**config.mk**
```make
export PLATFORM = sky130hd
export DESIGN_NAME = countdown_game_flat
export DESIGN_NICKNAME = d
export VERILOG_FILES = /design/src/rtl/countdown_game_pkg.sv /design/src/rtl/countdown_game_if.sv /design/src/rtl/countdown_game_bin2bcd_seq.sv /design/src/rtl/countdown_game.sv /design/src/flat_wrapper.sv
export SDC_FILE = /design/constraint.sdc
export NUM_CORES = 1
export LEC_CHECK = 0
export ABC_AREA = 1
export BUFFER_PORTS_ARGS = -buffer_cell sky130_fd_sc_hd__buf_2
export CORE_MARGIN = 5
export CORE_UTILIZATION = 30
export DETAILED_ROUTE_END_ITERATION = 10
export SYNTH_ARGS = -nofsm -noshare
export SYNTH_HDL_FRONTEND = slang
export SYNTH_SLANG_ARGS = --single-unit
```
**constraint.sdc**
```tcl
create_clock -name clk -period 6.4 [get_ports clk]
set_clock_uncertainty 0.15 [all_clocks]
set_input_delay 1.28 -clock clk [delete_from_list [all_inputs] [get_ports clk]]
set_output_delay 1.28 -clock clk [all_outputs]
set_load 0.005 [all_outputs]
```
**src/rtl/countdown_game_pkg.sv**
```systemverilog
// Shared types and helpers for the countdown game core: FSM states,
// seven-segment patterns, the scale-shift lookup and the switch popcount.
package countdown_pkg;

  typedef enum logic [1:0] {
    ST_IDLE,
    ST_CONVERT,
    ST_RUN,
    ST_DONE
  } state_t;

  // Active-low segments {g,f,e,d,c,b,a}; element 0 is the pattern for digit 0.
  localparam logic [9:0][6:0] SEG_PAT = {
    7'b0010000, 7'b0000000, 7'b1111000, 7'b0000010, 7'b0010010,
    7'b0011001, 7'b0110000, 7'b0100100, 7'b1111001, 7'b1000000
  };
  localparam logic [6:0] SEG_BLANK = 7'b1111111;

  function automatic logic [6:0] seg_of(input logic [3:0] digit);
    return (digit > 4'd9) ? SEG_BLANK : SEG_PAT[digit];
  endfunction

  // mul_sel 00/01/10/11 scales by x1/x2/x8/x16.
  function automatic logic [2:0] mul_shift(input logic [1:0] sel);
    case (sel)
      2'b00:   return 3'd0;
      2'b01:   return 3'd1;
      2'b10:   return 3'd3;
      default: return 3'd4;
    endcase
  endfunction

  function automatic logic [7:0] popcount(input logic [63:0] bits);
    logic [7:0] n;
    n = '0;
    for (int i = 0; i < 64; i++) n = n + {7'b0, bits[i]};
    return n;
  endfunction

endpackage

```
**src/rtl/countdown_game_if.sv**
```systemverilog
// Pin-side bundle of the countdown game: switches/buttons in, LEDs/display out.
interface countdown_game_if #(
   parameter int SW_W   = 8,
   parameter int DIGITS = 4
);
   localparam int CNT_W = $clog2(SW_W + 1) + 4;

   logic [SW_W-1:0]   sw;
   logic [1:0]        mul_sel;
   logic              load;
   logic              pause;
   logic [CNT_W-1:0]  led;
   logic [6:0]        seg;
   logic [DIGITS-1:0] an;
   logic              busy;
   logic              done;

   modport master (output sw, mul_sel, load, pause,
                   input  led, seg, an, busy, done);
   modport slave  (input  sw, mul_sel, load, pause,
                   output led, seg, an, busy, done);
endinterface

```
**src/rtl/countdown_game_bin2bcd_seq.sv**
```systemverilog
// Sequential double-dabble converter: one shift-add-3 step per clock, BIN_W
// steps after start. bcd shows the outcome of the step taken at the coming edge.
module bin2bcd_seq #(
   parameter int BIN_W  = 8,
   parameter int DIGITS = 4
) (
   input  logic                clk,
   input  logic                reset,
   input  logic                start,
   input  logic [BIN_W-1:0]    bin,
   output logic [4*DIGITS-1:0] bcd,
   output logic                valid
);
   localparam int BCD_W  = 4 * DIGITS;
   localparam int STEP_W = $clog2(BIN_W + 1);

   logic [BIN_W-1:0]  bin_sh;
   logic [BCD_W-1:0]  acc;
   logic [BCD_W-1:0]  adj;
   logic [BCD_W-1:0]  acc_next;
   logic [STEP_W-1:0] step;
   logic              running;

   always_comb begin
      // NOTE: defaults first so a digit that needs no correction cannot infer a latch.
      adj = acc;
      for (int i = 0; i < DIGITS; i++)
         if (acc[4*i +: 4] >= 4'd5) adj[4*i +: 4] = acc[4*i +: 4] + 4'd3;
      acc_next = BCD_W'({adj, bin_sh[BIN_W-1]});
   end

   assign bcd   = acc_next;
   assign valid = running && (step == STEP_W'(BIN_W - 1));

   // NOTE: these are a handful of working registers, not a memory, so they take the async reset.
   always_ff @(posedge clk or negedge reset) begin
      if (!reset) begin
         bin_sh  <= '0;
         acc     <= '0;
         step    <= '0;
         running <= 1'b0;
      end else if (start) begin
         bin_sh  <= bin;
         acc     <= '0;
         step    <= '0;
         running <= 1'b1;
      end else if (running) begin
         acc     <= acc_next;
         bin_sh  <= bin_sh << 1;
         step    <= step + 1'b1;
         if (valid) running <= 1'b0;
      end
   end
endmodule

```
**src/rtl/countdown_game.sv**
```systemverilog
// Countdown game core: scaled popcount preview, BCD countdown at a prescaled
// tick rate, and a multiplexed seven-segment display with leading-zero blanking.
module countdown_game
   import countdown_pkg::*;
#(
   parameter int SW_W     = 8,
   parameter int DIGITS   = 4,
   parameter int TICK_DIV = 50_000_000,
   parameter int SCAN_DIV = 131072
) (
   input logic             clk,
   input logic             reset,
   countdown_game_if.slave bus
);
   localparam int CNT_W  = $clog2(SW_W + 1) + 4;
   localparam int BCD_W  = 4 * DIGITS;
   localparam int TICK_W = $clog2(TICK_DIV);
   localparam int SCAN_W = (SCAN_DIV > 1) ? $clog2(SCAN_DIV) : 1;
   localparam int IDX_W  = (DIGITS > 1) ? $clog2(DIGITS) : 1;

   localparam logic [TICK_W-1:0] TICK_LAST = TICK_W'(TICK_DIV - 1);
   localparam logic [SCAN_W-1:0] SCAN_LAST = SCAN_W'(SCAN_DIV - 1);
   localparam logic [IDX_W-1:0]  IDX_LAST  = IDX_W'(DIGITS - 1);

   if (10 ** DIGITS <= SW_W * 16) begin : g_bad_digits
      $error("countdown_game: DIGITS too small for SW_W*16");
   end
   if (TICK_DIV < 2 || SCAN_DIV < 1 || SW_W > 64) begin : g_bad_params
      $error("countdown_game: TICK_DIV>=2, SCAN_DIV>=1, SW_W<=64 required");
   end

   state_t            state;
   logic [BCD_W-1:0]  count;
   logic [BCD_W-1:0]  count_dec;
   logic [TICK_W-1:0] tick_cnt;
   logic [SCAN_W-1:0] scan_cnt;
   logic [IDX_W-1:0]  digit_idx;
   logic [3:0]        digit;
   logic              nz_above;
   logic              blank;
   logic              conv_start;
   logic              conv_valid;
   logic [BCD_W-1:0]  conv_bcd;

   function automatic logic [BCD_W-1:0] bcd_dec(input logic [BCD_W-1:0] v);
      logic [BCD_W-1:0] r;
      logic             borrow;
      r      = v;
      borrow = 1'b1;
      for (int i = 0; i < DIGITS; i++) begin
         if (borrow) begin
            if (v[4*i +: 4] == 4'd0) r[4*i +: 4] = 4'd9;
            else begin
               r[4*i +: 4] = v[4*i +: 4] - 4'd1;
               borrow      = 1'b0;
            end
         end
      end
      return r;
   endfunction

   assign count_dec  = bcd_dec(count);
   assign conv_start = bus.load && (state != ST_CONVERT);

   bin2bcd_seq #(.BIN_W(CNT_W), .DIGITS(DIGITS)) u_bin2bcd (
      .clk   (clk),
      .reset (reset),
      .start (conv_start),
      .bin   (bus.led),
      .bcd   (conv_bcd),
      .valid (conv_valid)
   );

   always_ff @(posedge clk or negedge reset) begin
      if (!reset) bus.led <= '0;
      else        bus.led <= CNT_W'(popcount(64'(bus.sw))) << mul_shift(bus.mul_sel);
   end

   // The converter samples led at the load edge, so a load during RUN restarts from the new preview.
   always_ff @(posedge clk or negedge reset) begin
      if (!reset) begin
         state    <= ST_IDLE;
         count    <= '0;
         tick_cnt <= '0;
         bus.busy <= 1'b0;
         bus.done <= 1'b0;
      end else begin
         bus.done <= 1'b0;
         if (conv_start) begin
            state    <= ST_CONVERT;
            tick_cnt <= '0;
            bus.busy <= 1'b1;
         end else begin
            case (state)
               ST_CONVERT: if (conv_valid) begin
                  count    <= conv_bcd;
                  tick_cnt <= '0;
                  if (conv_bcd == '0) begin
                     state    <= ST_DONE;
                     bus.busy <= 1'b0;
                     bus.done <= 1'b1;
                  end else begin
                     state <= ST_RUN;
                  end
               end
               ST_RUN: if (!bus.pause) begin
                  if (tick_cnt == TICK_LAST) begin
                     tick_cnt <= '0;
                     count    <= count_dec;
                     if (count_dec == '0) begin
                        state    <= ST_DONE;
                        bus.busy <= 1'b0;
                        bus.done <= 1'b1;
                     end
                  end else begin
                     tick_cnt <= tick_cnt + 1'b1;
                  end
               end
               default: ;
            endcase
         end
      end
   end

   always_ff @(posedge clk or negedge reset) begin
      if (!reset) begin
         scan_cnt  <= '0;
         digit_idx <= '0;
      end else if (scan_cnt == SCAN_LAST) begin
         scan_cnt  <= '0;
         digit_idx <= (digit_idx == IDX_LAST) ? '0 : digit_idx + 1'b1;
      end else begin
         scan_cnt  <= scan_cnt + 1'b1;
      end
   end

   // A digit is blanked when it and every digit above it are zero; digit 0 always shows.
   always_comb begin
      digit    = '0;
      nz_above = 1'b0;
      for (int i = 0; i < DIGITS; i++) begin
         if (IDX_W'(i) == digit_idx) digit = count[4*i +: 4];
         if (IDX_W'(i) >= digit_idx && count[4*i +: 4] != 4'd0) nz_above = 1'b1;
      end
      blank = (state == ST_IDLE) || (digit_idx != '0 && !nz_above);
   end

   always_ff @(posedge clk or negedge reset) begin
      if (!reset) begin
         bus.seg <= SEG_BLANK;
         bus.an  <= '1;
      end else if (blank) begin
         bus.seg <= SEG_BLANK;
         bus.an  <= '1;
      end else begin
         bus.seg <= seg_of(digit);
         bus.an  <= ~(DIGITS'(1) << digit_idx);
      end
   end
endmodule
```
**src/flat_wrapper.sv**
```systemverilog
// flat-port wrapper written by rule: the top's interface ports become plain ports
module countdown_game_flat import countdown_pkg::*;
#(
   parameter int SW_W     = 8,
   parameter int DIGITS   = 4,
   parameter int TICK_DIV = 50_000_000,
   parameter int SCAN_DIV = 131072
)
  (clk, reset, bus_sw, bus_mul_sel, bus_load, bus_pause, bus_led, bus_seg, bus_an, bus_busy, bus_done);
  countdown_game_if #(.SW_W(SW_W), .DIGITS(DIGITS)) bus_i ();
  input logic clk;
  input logic reset;
  input wire logic [$bits(bus_i.sw)-1:0] bus_sw;
  input wire logic [$bits(bus_i.mul_sel)-1:0] bus_mul_sel;
  input wire logic [$bits(bus_i.load)-1:0] bus_load;
  input wire logic [$bits(bus_i.pause)-1:0] bus_pause;
  output wire logic [$bits(bus_i.led)-1:0] bus_led;
  output wire logic [$bits(bus_i.seg)-1:0] bus_seg;
  output wire logic [$bits(bus_i.an)-1:0] bus_an;
  output wire logic [$bits(bus_i.busy)-1:0] bus_busy;
  output wire logic [$bits(bus_i.done)-1:0] bus_done;
  assign bus_i.sw = bus_sw;
  assign bus_i.mul_sel = bus_mul_sel;
  assign bus_i.load = bus_load;
  assign bus_i.pause = bus_pause;
  assign bus_led = bus_i.led;
  assign bus_seg = bus_i.seg;
  assign bus_an = bus_i.an;
  assign bus_busy = bus_i.busy;
  assign bus_done = bus_i.done;
  countdown_game #(.SW_W(SW_W), .DIGITS(DIGITS), .TICK_DIV(TICK_DIV), .SCAN_DIV(SCAN_DIV)) u_core (.clk(clk), .reset(reset), .bus(bus_i));
endmodule
```
==> qor.log, run 1 <==
INFO  status         result_of_the_run=finished clean
INFO  cts            tritoncts.num_buffers=17
INFO  logic_synthesis share_of_flip_flops_with_an_asynchronous_set_or_reset=100%
INFO  floorplan      floorplan.initialDensity=30.4%
INFO  floorplan      num_rows=55
INFO  logic_synthesis postSynthNetCount=926
INFO  route          number_of_drc_markers_in_iteration_0=292
INFO  critical_path  critical_path_peak_fanout=2
INFO  critical_path  crit_family=adder cells
INFO  final_layout   drive_gt1_share=15.1%
INFO  route          vias_per_cell=4.71
INFO  power_and_ir_drop powerDensity=398nW/um2
INFO  cts            cts.root.buffer_cell=clkbuf_16
INFO  placement      place.detailed.instances=1182
INFO  final_layout   n_fill_cell=2382
INFO  final_layout   layoutNonFillerInstCount=1214
INFO  floorplan      floorplan.core_area=22600um2
INFO  route          ant_nets=0
INFO  cts            cts_max_path_buffers=2
INFO  logic_synthesis synth_edf_count=0
INFO  run            count_of_max_cap_constraint_violations=0
INFO  critical_path  worst_path_largest_cell_delay=0.50ns
INFO  power_and_ir_drop power.static_leakage=3.58nW
INFO  sta            fin_crit=3.90ns
INFO  sta            share_of_the_cycle_needed_by_the_critical_path_after_routing=60.9%
INFO  grt            grt_max_degree=79
INFO  sta            final_setup_tns=0ns
INFO  critical_path  regToRegSetupSlack=3.24ns
INFO  critical_path  cp_num_cells=13
INFO  logic_synthesis yosysWarnings=0
INFO  sta            timing_worst_slew_pin_value=1.01ns
INFO  grt            grt_pass1_vias=5365
INFO  critical_path  setup.worst_path.class=primary input to register
INFO  logic_synthesis syn_area_per_cell=7.82um2
INFO  grt            antenna_violations_before_repair=0
INFO  power_and_ir_drop switching_power=0.00134W
INFO  hold_path      hp-class=register to register
INFO  route          detail_route.wl_per_cell=12.7um
INFO  cts            clk_sink_count=113
INFO  cts            cts.htree.levels=4
INFO  placement      placement.io_buffers=34
INFO  grt            first_pass_grt_wire_length=26300um
INFO  placement      dpl.hpwl=11200um
INFO  cts            clock_tree_from_tritoncts=built
INFO  final_layout   antenna_cells_inserted=0
INFO  sta            rsz0062_at_grt=no
INFO  floorplan      ioPinCount=35
INFO  cts            cts_resized=0
INFO  final_layout   most-common-layout-cells=nand2_1 (194), inv_1 (123), dfrtp_1 (102), nor2_1 (86), o21ai_0 (72)
INFO  logic_synthesis synthesis.instances=878
INFO  sta            maxSlewViolCount=0
INFO  critical_path  worst_path_max_delay_cell=fa_1
INFO  critical_path  worst_ep_required_time=6.55ns
INFO  critical_path  critical_path.n_buffers_inverters=2
INFO  critical_path  reg2regPathDepth=10
INFO  cts            cts_hold_buf=0
INFO  power_and_ir_drop cellInternalPower=0.00180W
INFO  route          post-route-drc-count=0
INFO  logic_synthesis yosysSeqAreaShare=41.4%
INFO  final_layout   multi_input_comb_area=3440um2
INFO  floorplan      die_h=161um
INFO  grt            grt_overflow_total=0
INFO  placement      preCtsSetupSlack=2.06ns
INFO  critical_path  regToRegStartpoint=u_core.state[0]
INFO  final_layout   area.sequential=2840um2
INFO  sta            finalSetupViolations=0
INFO  grt            global_route.usage.total=12.3%
INFO  logic_synthesis most_common_flop_cell_mapped_by_yosys=dfrtp_1
INFO  cts            clk_slew_on_worst_s_h_paths=0.06ns
INFO  floorplan      floorplan.die_area=26000um2
INFO  power_and_ir_drop power_frac_comb=40.6%
INFO  critical_path  rr_endpoint=u_core.tick_cnt[12]
INFO  route          drtPass1Iterations=5
INFO  sta            pnr_worst_setup_slack=2.50ns
INFO  sta            max_clock_freq=257MHz
INFO  critical_path  critPathArrivalTime=4.04ns
INFO  logic_synthesis synthDistinctLibCells=54
INFO  sta            fin_worst_hold_slack=0.318ns
INFO  critical_path  worst_setup_ep_type=register
INFO  power_and_ir_drop switching_share=42.6%
INFO  power_and_ir_drop ir_drop=0.000225V
INFO  final_layout   layout-area-overhead-vs-synth=14.7%
INFO  critical_path  cp_cell_sequence=buf_2 -> ha_1 -> inv_1 -> fa_1 -> fa_1 -> fa_1 -> fa_1 -> xor2_1 -> nand2_1 -> nand2_1 -> nand2_1 -> o21ai_0 -> o22ai_1
INFO  hold_path      worst_hold_path_ep=u_core.scan_cnt[0]
INFO  sta            timing.max_slew.rel_slack=32.5%
INFO  route          routed_wirelength=15400um
INFO  power_and_ir_drop clock_power_share=28.6%
INFO  route          route.vias.total=5717
INFO  final_layout   nNetsFinal=964
INFO  power_and_ir_drop sequential_group_share_of_total_power=30.7%
INFO  critical_path  cp_common_cell=fa_1
INFO  hold_path      holdCritStartpoint=u_core.scan_cnt[0]
INFO  hold_path      holdPathStages=1
INFO  sta            hold_viol=0
INFO  cts            clock_latency=0.42ns
INFO  critical_path  start_kind=primary input
INFO  logic_synthesis postSynthRegisterBits=113
INFO  final_layout   commonest_non_fill_non_tap_cell_in_the_layout=nand2_1
INFO  logic_synthesis syn_area=6870um2
INFO  cts            post-cts-setup-buffer-count=0
INFO  placement      gpl.final_weighted_congestion=0.836
INFO  floorplan      die_width=161um
[how the worst max path moves through the flow]
stage / from / end / slack (ns)
6_report: bus_sw[0] / u_core.bus.led[6] / 2.50
5_1_grt: bus_sw[0] / u_core.bus.led[6] / 2.33
4_1_cts: bus_sw[0] / u_core.bus.led[6] / 2.52
3_5_place_dp: bus_sw[0] / u_core.bus.led[6] / 2.06
3_3_place_gp: bus_sw[0] / u_core.bus.led[6] / 2.13
2_1_floorplan: bus_sw[0] / u_core.bus.led[6] / 2.35
[power groups by stage]
| stage | registers (W) | logic (W) | clock network, W |
|---|---|---|---|
| floorplan | 0.000961 | 0.00100 | 0 |
| global placement | 0.000974 | 0.00126 | 0 |
| detailed placement | 0.000977 | 0.00128 | 0 |
| CTS | 0.000964 | 0.00128 | 0.000922 |
| global route | 0.000982 | 0.00145 | 0.000951 |
| finish | 0.000964 | 0.00128 | 0.000898 |
[state kept, by name, summed over array words and instances, names as in the netlist]
register	count
u_core.bus.an	4
u_core.bus.busy	1
u_core.bus.done	1
u_core.bus.led	8
u_core.bus.seg	7
u_core.count	16
u_core.digit_idx	2
u_core.scan_cnt	17
u_core.state	2
u_core.tick_cnt	26
u_core.u_bin2bcd.acc	16
u_core.u_bin2bcd.bin_sh	8
u_core.u_bin2bcd.running	1
u_core.u_bin2bcd.step	4
[stage by stage]
step                instance area, um2  total power, W  util, %
CTS                               7880         0.00317     34.9
global placement                  7320         0.00224     32.4
floorplan                         6870         0.00196        -
finish                            7880         0.00314     34.9
global route                      7880         0.00338     34.9
detailed placement                7320         0.00225     32.4
[layer usage]
layer  vias to the layer above  share of wire, %  global-route usage (%)
li1                       2934                 -                       -
met1                      2680                49                    16.7
met2                        89                46                    19.4
met5                         -                 0                       0
met4                         0               1.2                    3.88
met3                        14               3.9                    2.88
[cells in the mapped netlist, types with 10 or more instances]
master   instances  area share, %
inv_1          123            6.7
o22ai_1         14            1.3
o21ai_0         72            5.2
a21oi_1         34            2.5
nor2_1          86            4.7
nor3_1          18            1.3
nand3_1         51            3.7
dfstp_2         11            4.2
nand2_2         10           0.91
ha_1            30            5.5
xor2_1          14            1.8
nand2_1        194             11
nand4_1         11            1.0
dfrtp_1        102             37
[kinds of logic (layout without fill, tap and decap cells)]
logic type | count (synthesis) | count (layout) | share of synthesized area [%]
simple gates | 416 | 416 | 28.9
buf+inv | 148 | 199 | 8.56
compound gates | 152 | 152 | 12.7
xor+xnor | 15 | 15 | 1.91
fa+ha+maj | 34 | 34 | 6.63
flops | 113 | 113 | 41.4
[final cells by class]
| class | instances | area share, % |
|---|---|---|
| Multi-Input combinational cell | 617 | 43.7 |
| Tap cell | 285 | 4.52 |
| Timing Repair Buffer | 35 | 2.29 |
| Clock buffer | 17 | 5.40 |
| Sequential cell | 113 | 36.0 |
| Clock inverter | 15 | 1.73 |
| Inverter | 132 | 6.37 |
(Power assumes the default switching activity.)
==> inputs of run 2 (changes only) <==
==> constraint.sdc (replaced) <==
create_clock -name clk -period 3.8 [get_ports clk]
set_clock_uncertainty 0.15 [all_clocks]
set_input_delay 0.76 -clock clk [delete_from_list [all_inputs] [get_ports clk]]
set_output_delay 0.76 -clock clk [all_outputs]
set_load 0.005 [all_outputs]
==> run 2 against run 1 <==
Net effect: clock power up 77%; sequential power up 69%; non-clock buffer count increased by 4; core utilization is 0.32 points higher; worst setup slack worse by 2.1 ns; sequential share of layout area fell by 0.32 points; combinational power up 69%; global-route usage up 0.13 points; first-iteration DRC count is 7.2% lower; cell area is 0.90% higher; sequential cell count stayed put; critical path type unchanged; critical endpoint is now u_core.bus.led[3]; largest cell class unchanged; highest routed layer unchanged.
==> qor.log, run 2 (same netlist as run 1, synthesis figures left out) <==
INFO  final_layout   drive_gt1_share=15.3% [was 15.1%]
INFO  critical_path  critical_path.n_buffers_inverters=2 [unchanged]
INFO  sta            final_setup_tns=0ns [unchanged]
INFO  floorplan      die_h=161um [unchanged]
INFO  sta            timing_worst_slew_pin_value=0.832ns [was 1.01 ns]
INFO  placement      dpl.hpwl=11400um [was 11200 um]
INFO  cts            cts_max_path_buffers=2 [unchanged]
INFO  final_layout   largest_register_by_flop_count=u_core.tick_cnt [unchanged]
INFO  final_layout   commonest_non_fill_non_tap_cell_in_the_layout=nand2_1 [unchanged]
INFO  grt            grt_pass1_vias=5545 [was 5365]
INFO  power_and_ir_drop power.static_leakage=3.62nW [was 3.58 nW]
INFO  floorplan      floorplan.core_area=22600um2 [unchanged]
INFO  cts            post-cts-setup-buffer-count=0 [unchanged]
INFO  placement      place.detailed.instances=1186 [was 1182]
INFO  cts            clock_latency=0.42ns [about the same]
INFO  critical_path  reg2regPathDepth=8 [was 10]
INFO  final_layout   layoutNonFillerInstCount=1218 [was 1214]
INFO  final_layout   layout-area-overhead-vs-synth=15.8% [was 14.7%]
INFO  grt            first_pass_grt_wire_length=26600um [was 26300 um]
INFO  sta            rsz0062_at_grt=no [unchanged]
INFO  floorplan      floorplan.die_area=26000um2 [unchanged]
INFO  sta            finalSetupViolations=0 [unchanged]
INFO  route          number_of_drc_markers_in_iteration_0=271 [was 292]
INFO  power_and_ir_drop powerDensity=676nW/um2 [was 398 nW/um2]
INFO  critical_path  cp_common_cell=fa_1 [unchanged]
INFO  critical_path  worst_ep_required_time=3.95ns [was 6.55 ns]
INFO  route          ant_nets=0 [unchanged]
INFO  grt            grt_overflow_total=0 [unchanged]
INFO  final_layout   antenna_cells_inserted=0 [unchanged]
INFO  floorplan      die_width=161um [unchanged]
INFO  critical_path  crit_family=adder cells [unchanged]
INFO  cts            tritoncts.num_buffers=17 [unchanged]
INFO  final_layout   most-common-layout-cells=nand2_1 (194), inv_1 (123), dfrtp_1 (102), nor2_1 (86), o21ai_0 (72) [unchanged]
INFO  critical_path  start_kind=primary input [unchanged]
INFO  cts            clk_sink_count=113 [unchanged]
INFO  floorplan      ioPinCount=35 [unchanged]
INFO  placement      gpl.final_weighted_congestion=0.838 [was 0.836]
INFO  final_layout   nNetsFinal=968 [was 964]
INFO  grt            antenna_violations_before_repair=0 [unchanged]
INFO  run            count_of_max_cap_constraint_violations=0 [unchanged]
INFO  cts            clock_tree_from_tritoncts=built [unchanged]
INFO  critical_path  cp_num_cells=13 [unchanged]
INFO  cts            cts.htree.levels=4 [unchanged]
INFO  sta            timing.max_slew.rel_slack=44.3% [was 32.5%]
INFO  floorplan      floorplan.initialDensity=30.4% [unchanged]
INFO  grt            global_route.usage.total=12.4% [was 12.3%]
INFO  sta            hold_viol=0 [unchanged]
INFO  critical_path  worst_path_largest_cell_delay=0.49ns [was 0.50 ns]
INFO  cts            cts_resized=0 [unchanged]
INFO  cts            clk_slew_on_worst_s_h_paths=0.06ns [about the same]
INFO  sta            share_of_the_cycle_needed_by_the_critical_path_after_routing=88.1%
INFO  route          post-route-drc-count=0 [unchanged]
INFO  placement      placement.io_buffers=34 [unchanged]
INFO  sta            max_clock_freq=299MHz
INFO  critical_path  setup.worst_path.class=primary input to register [unchanged]
INFO  route          routed_wirelength=15400um [about the same]
INFO  route          drtPass1Iterations=5 [unchanged]
INFO  final_layout   biggestRegsByFlops=u_core.tick_cnt x26, u_core.scan_cnt x17 [unchanged]
INFO  power_and_ir_drop ir_drop=0.000293V [was 0.000225 V]
INFO  sta            pnr_worst_setup_slack=0.454ns [was 2.50 ns]
INFO  critical_path  cp_cell_sequence=buf_2 -> ha_1 -> inv_1 -> fa_1 -> fa_1 -> fa_1 -> fa_1 -> xor2_1 -> nand2_1 -> o21ai_0 -> nand2_1 -> o21ai_0 -> nor2_1 [was buf_2 -> ha_1 -> inv_1 -> fa_1 -> fa_1 -> fa_1 -> fa_1 -> xor2_1 -> nand2_1 -> nand2_1 -> nand2_1 -> o21ai_0 -> o22ai_1]
INFO  route          vias_per_cell=4.71 [about the same]
INFO  sta            fin_crit=3.35ns
INFO  critical_path  worst_path_max_delay_cell=fa_1 [unchanged]
INFO  critical_path  critPathArrivalTime=3.50ns [was 4.04 ns]
INFO  hold_path      hp-class=primary input to asynchronous set/reset pin [was register to register]
INFO  final_layout   largest_register_ff_count=26 [unchanged]
INFO  grt            grt_max_degree=56 [was 79]
INFO  cts            cts.root.buffer_cell=clkbuf_16 [unchanged]
INFO  sta            maxSlewViolCount=0 [unchanged]
INFO  status         result_of_the_run=finished clean [unchanged]
INFO  route          detail_route.wl_per_cell=12.7um [about the same]
INFO  floorplan      num_rows=55 [unchanged]
INFO  critical_path  critical_path_peak_fanout=2 [unchanged]
INFO  sta            fin_worst_hold_slack=0.256ns [was 0.318 ns]
INFO  route          route.vias.total=5735 [was 5717]
INFO  cts            cts_hold_buf=0 [unchanged]
INFO  placement      preCtsSetupSlack=0.0119ns [was 2.06 ns]
INFO  critical_path  worst_setup_ep_type=register [unchanged]
run 2: cell types whose count changed in the layout (fill, tap and decap cells not counted), moves of 2 or more:
cell | before | now
buf_4 | 2 | 5
clkbuf_8 | 0 | 2
clkinvlp_4 | 7 | 5
inv_6 | 5 | 2
run 2: final cells by class:
cell class | instances | area, um2
Clock buffer | 20 | 457
Fill cell | 2356 | 14600
Tap cell | 285 | 357
Clock inverter | 12 | 134
Sequential cell | 113 | 2840
Inverter | 132 | 502
Multi-Input combinational cell | 617 | 3440
Timing Repair Buffer | 39 | 223
run 2: worst paths after layout:
kind / start / end / slack (ns)
hold reg to reg: u_core.scan_cnt[0] / u_core.scan_cnt[0] / 0.31
setup reg to reg: u_core.state[1] / u_core.u_bin2bcd.bin_sh[4] / 0.83
setup / recovery: bus_sw[0] / u_core.bus.led[3] / 0.45
min in group clk: u_core.scan_cnt[0] / u_core.scan_cnt[0] / 0.31
hold / removal: reset / u_core.scan_cnt[2] / 0.26
max in group asynchronous: reset / u_core.state[1] / 2.48
run 2: worst reg2reg max path, delay by kind of cell (launching register included):
family | cells | cell delay [ns]
compound gates | 1 | 0.30
fa+ha+maj | 1 | 0.23
buf+inv | 4 | 0.90
flops | 1 | 0.39
simple gates | 2 | 0.91
run 2: per-stage QoR:
stage                     power (W)  area (um2)  util, %
after floorplan             0.00331        6870        -
after global placement      0.00379        7360     32.6
after detailed placement    0.00381        7360     32.6
after CTS                   0.00543        7950     35.2
after global routing        0.00579        7950     35.2
final                       0.00537        7950     35.2
run 2: metal layers:
layer / global-route usage, % / wire [um] / vias up
met4: 4.23 / 216 / 0
met1: 16.4 / 7540 / 2665
li1: - / - / 2941
met5: 0 / 0 / -
met2: 20.1 / 7090 / 108
met3: 2.78 / 566 / 21
run 2: power by group:
| part | switching, W | internal (W) | total, W |
|---|---|---|---|
| logic | 0.00149 | 0.000673 | 0.00216 |
| registers | 0.000161 | 0.00147 | 0.00163 |
| clock network | 0.000588 | 0.000999 | 0.00159 |
| total | 0.00223 | 0.00314 | 0.00537 |
